==> config.mk <==
export PLATFORM = sky130hd
export DESIGN_NAME = des_cipher_ser
export DESIGN_NICKNAME = d
export VERILOG_FILES = /design/src/rtl/des_cipher_ser.sv
export SDC_FILE = /design/constraint.sdc
export NUM_CORES = 1
export LEC_CHECK = 0
export CORE_MARGIN = 5
export CORE_UTILIZATION = 45
export CTS_BUF_LIST = sky130_fd_sc_hd__clkbuf_4
export CTS_CLUSTER_DIAMETER = 100
export DETAILED_ROUTE_END_ITERATION = 12
export SLEW_MARGIN = 20
export SYNTH_ARGS = -nofsm -noshare
export SYNTH_HDL_FRONTEND = slang
export SYNTH_SLANG_ARGS = --single-unit
==> constraint.sdc <==
create_clock -name clk -period 3.5 [get_ports clk]
set_input_delay 0.875 -clock clk [delete_from_list [all_inputs] [get_ports clk]]
set_output_delay 0.875 -clock clk [all_outputs]
set_load 0.03 [all_outputs]
==> src/rtl/des_cipher_ser.sv <==
// ==================================================================================
// des_cipher_ser: DES ciphertext word FIFO with MSB-byte-first serializer (rev 1.0)
// ==================================================================================
`default_nettype none

module des_cipher_ser #(
   parameter int DEPTH = 4
) (
   input  logic                     clk,
   input  logic                     rst,
   input  logic [63:0]              cipher,
   input  logic                     cipher_rdy,
   output logic [7:0]               dout,
   output logic                     dout_valid,
   input  logic                     dout_ready,
   output logic                     dout_last,
   output logic [$clog2(DEPTH):0]   level,
   output logic                     overflow,
   input  logic                     ovf_clr
);

   localparam int AW = $clog2(DEPTH);
   localparam int LW = AW + 1;

   localparam logic ST_EMPTY = 1'b0;
   localparam logic ST_SHIFT = 1'b1;

   logic          state;
   logic          state_nxt;
   logic [63:0]   mem [DEPTH];
   logic [AW-1:0] wp;
   logic [AW-1:0] rp;
   logic [63:0]   sh;
   logic [2:0]    bc;

   logic          xfer;
   logic          have_word;
   logic          full;
   logic          pop;
   logic          wr;
   logic          drop;

   assign xfer      = dout_valid & dout_ready;
   assign have_word = (level != '0);
   assign full      = (level == LW'(DEPTH));
   // Pop refills the serializer either from idle or on the final byte, so words stream gap-free.
   assign pop       = have_word & ((state == ST_EMPTY) | (xfer & (bc == 3'd7)));
   assign wr        = cipher_rdy & (~full | pop);
   assign drop      = cipher_rdy & ~wr;

   always_ff @(posedge clk or posedge rst) begin
      if (rst) state <= ST_EMPTY;
      else     state <= state_nxt;
   end

   always_comb begin
      state_nxt = state;
      case (state)
         ST_EMPTY: if (have_word) state_nxt = ST_SHIFT;
         ST_SHIFT: if (xfer && bc == 3'd7 && !have_word) state_nxt = ST_EMPTY;
         default:  state_nxt = ST_EMPTY;
      endcase
   end

   always_comb begin
      dout       = sh[63:56];
      dout_valid = (state == ST_SHIFT);
      dout_last  = (state == ST_SHIFT) && (bc == 3'd7);
   end

   always_ff @(posedge clk) begin
      if (wr) mem[wp] <= cipher;
   end

   always_ff @(posedge clk or posedge rst) begin
      if (rst) begin
         wp       <= '0;
         rp       <= '0;
         level    <= '0;
         sh       <= '0;
         bc       <= '0;
         overflow <= 1'b0;
      end else begin
         if (wr)  wp <= wp + 1'b1;
         if (pop) rp <= rp + 1'b1;

         if (wr && !pop)      level <= level + 1'b1;
         else if (pop && !wr) level <= level - 1'b1;

         if (pop) begin
            sh <= mem[rp];
            bc <= '0;
         end else if (xfer) begin
            sh <= {sh[55:0], 8'h00};
            bc <= bc + 1'b1;
         end

         if (drop)         overflow <= 1'b1;
         else if (ovf_clr) overflow <= 1'b0;
      end
   end

endmodule

`default_nettype wire

==> impl_results.md <==
- Die Height: ~180 µm
- H-tree depth: 3
- Routing usage on met1: 21.8%
- Via-per-instance ratio: ~5.3
- Final number of setup-violating endpoints: 0
- Clock Latency Late Sink: 0.68 ns
- # Post-CTS Setup Buffers: 0
- Gpl congestion: between 0.7 and 0.8
- Pwr Total: between 10 and 15 mW
- Pre-CTS setup slack: 0.417 ns
- Port Buffers: 82
- CTS Buf Count: slightly above 80
- Worst Path Arrival: between 2 and 2.5 ns
- Busiest grt layer: met2
- Critical path startpoint: bc[0]$_DFFE_PP0P_
- Dpl cells: roughly 1,100
- Reg2reg path depth: 11
- Worst path max stage delay: approximately 0.60 ns
- Worst reg2reg path startpoint: bc[0]$_DFFE_PP0P_
- Peak VDD IR: 439 µV
- Num ports: just over 80
- 1st-iter DRT viols: 312
- Met3 GRT Util: under 10%
- Post-synthesis register bit count: roughly 330
- Maximum root-to-sink buffer count: 3
- Drt wl/cell: around 20 µm
- Min-delay worst type: in -> async
- Crit-path most repeated cell: ha_1
- Largest net degree at the start of global routing: between 60 and 70
- Gr usage total: between 15 and 20%
- Hold_ws: approximately 0.47 ns
- Share of cells above drive strength 1: between 20% and 30%
- 1st-pass router iterations: 5
- Kind of critical path: reg -> out
- Core Area: 28,500 µm²
- Synth-to-layout area growth: 18.3%
- Final period util: 90.0%
- Layout filler cell count: about 2,300
- Crit path cell chain: ha_1 -> ha_1 -> and2_1 -> clkdlybuf4s50_1
- Resized Gates After CTS: 0
- Ys Warns: 0
- Setup WS post-layout: roughly 0.35 ns
- Cts hold-fix bufs: 0
- Die X-Extent: between 150 and 200 µm
- Leakage: between 5 and 6 nW
- Final Max Tran Viols: 0
- Clock sink count: between 300 and 400
- Syn Area/Cell: 19.3 µm²
- Final cell count without fillers: roughly 1,300
- Worst relative slew slack: about half
- M2 GR Usage: about a quarter
- Initial Util: 45.2%
- Global-route wire length before repair: 39,500 µm
- Critical path destination: dout_last
- Initial antenna violation count: 1
- Post-DRT Antenna Nets: 0
- FF/Latch Area: 9590 µm²
- Via Count: ~6,600
- CTS clock-pin slew for the worst setup and hold paths: around 0.06 ns
- Crit end category: primary output
- Max Freq: 317 MHz
- Root buf cell: clkbuf_4
- Placed cell area: 14,200 µm²
- Synthesized area: ~13,000 µm²
- CP Data Required Time: between 2 and 3 ns
- Hpwl dp: 14,700 µm
- CTS tree: built
- Number of global-route vias before repair: around 7,100
- Post-synthesis cell type count: 30
- Critical path's slowest cell: clkdlybuf4s50_1
- Die area: around 32,000 µm²
- FP Rows: 62
- Fin crit period: approximately 3.2 ns
- RSZ-0062 raised after global routing: no
- Slew @ Worst Pin: about 0.72 ns
- Gate Count Post-Synth: ~670
- Setup_tns: 0 ns
- Max_cap viols: 0
- Reg2Reg Setup Slack: 1.18 ns
- Hold Vio Cnt, Final: 0
- Seq/Total Area, Yosys: between 70% and 80%
- Total wire length: 25,200 µm
- Power per standard cell area: 775 nW/µm²
- Setup Skew: roughly 0.043 ns
- # DRC: 0
- Nature of the critical path startpoint: flip-flop
- Finished Cell Area: approximately 15,000 µm²
- Nets@finish: around 880
- Total grt overflow: 0
- Multi-input gate area in the final layout: approximately 3000 µm²
- Reg2reg end: level[2]$_DFFE_PP0P_
- Final Util: 53.5%
- Syn Nets: roughly 750
- Crit Path Max Fanout: 2
- Status: finished, final reports clean
synthesized netlist by cell type:
cell type	count	area, µm²
a21boi_2	1	11.3
a21oi_1	58	290
a22o_1	8	70.1
a31oi_2	1	12.5
and2_1	5	31.3
buf_2	19	95.1
buf_4	13	97.6
buf_6	5	56.3
clkbuf_1	10	37.5
dfrtp_1	76	1900
edfxtp_1	256	7690
fa_1	1	20.0
ha_1	7	87.6
inv_1	7	26.3
inv_2	1	3.75
mux2_1	1	11.3
mux2_2	2	22.5
mux2i_1	56	561
mux4_2	64	1440
nand2_1	3	11.3
nand2b_1	1	6.26
nand3_1	2	10.0
nand4_1	1	6.26
nor2_1	4	15.0
nor3_1	56	280
nor3_2	1	10.0
nor3b_1	1	7.51
o21ai_1	1	5.00
xnor2_1	3	26.3
xor2_1	4	35.0
state kept, by name, summed over array words and instances, names as in the netlist:
register,flops
mem,256
bc,3
level,3
sh,64
rp,2
wp,2
dout_valid,1
overflow,1
where the power goes:
| group | switching [mW] | total, mW | internal (mW) |
|---|---|---|---|
| logic | 1.48 | 2.87 | 1.39 |
| registers | 0.521 | 5.75 | 5.23 |
| clock network | 1.47 | 3.18 | 1.71 |
| total | 3.47 | 11.8 | 8.33 |
metal layers:
layer	up-vias	routed length, µm
met4	0	546
met2	197	12300
met5	-	0
met3	42	1540
li1	3002	-
met1	3375	10800
how the worst min path moves through the flow:
stage | from | endpoint | slack (ns) | cells after the start
3_3_place_gp | sh[5]$_DFFE_PP0P_ | sh[5]$_DFFE_PP0P_ | 0.49 | 1
5_1_grt | rst | dout_valid$_DFF_PP0_ | 0.49 | 2
6_report | rst | bc[0]$_DFFE_PP0P_ | 0.47 | 2
4_1_cts | rst | bc[0]$_DFFE_PP0P_ | 0.43 | 2
3_5_place_dp | sh[0]$_DFFE_PP0P_ | sh[0]$_DFFE_PP0P_ | 0.49 | 1
2_1_floorplan | sh[0]$_DFFE_PP0P_ | sh[0]$_DFFE_PP0P_ | 0.47 | 1
kinds of logic after synthesis:
family / count (synthesis) / share of synthesized area (%)
flops: 332 / 74.5
mux: 123 / 15.8
simple gates: 74 / 2.93
compound gates: 69 / 3.02
buf+inv: 55 / 2.46
fa+ha+maj: 8 / 0.836
xor+xnor: 7 / 0.476
final cells by class:
cell class,count,area share [%]
clock buffers,118,5.81
flip-flops and latches,332,63.0
well taps,384,3.15
multi-input cells,281,19.7
diodes,1,0.0164
repair buffers,100,6.93
inverters,8,0.205
clock inverters,29,1.22
cells in the final DEF, fill, tap and decap left out, types with 4 or more instances in the layout:
cell	n
edfxtp_1	256
clkbuf_4	118
clkdlybuf4s50_1	82
dfrtp_1	74
mux4_2	64
a21oi_1	58
mux2i_1	56
nor3_1	56
clkinv_1	20
buf_4	10
a22o_1	8
buf_12	8
ha_1	7
inv_1	6
nor2_1	4
and2_2	4
xor2_1	4
critical path, delay by kind of cell, from the launching register on:
family	cells	cell delay [ns]
adders and majority gates	2	0.44
buffers and inverters	1	0.60
DFF	1	0.40
and+or+nand+nor	1	0.17
No activity file was read; power rests on OpenSTA's default activity.
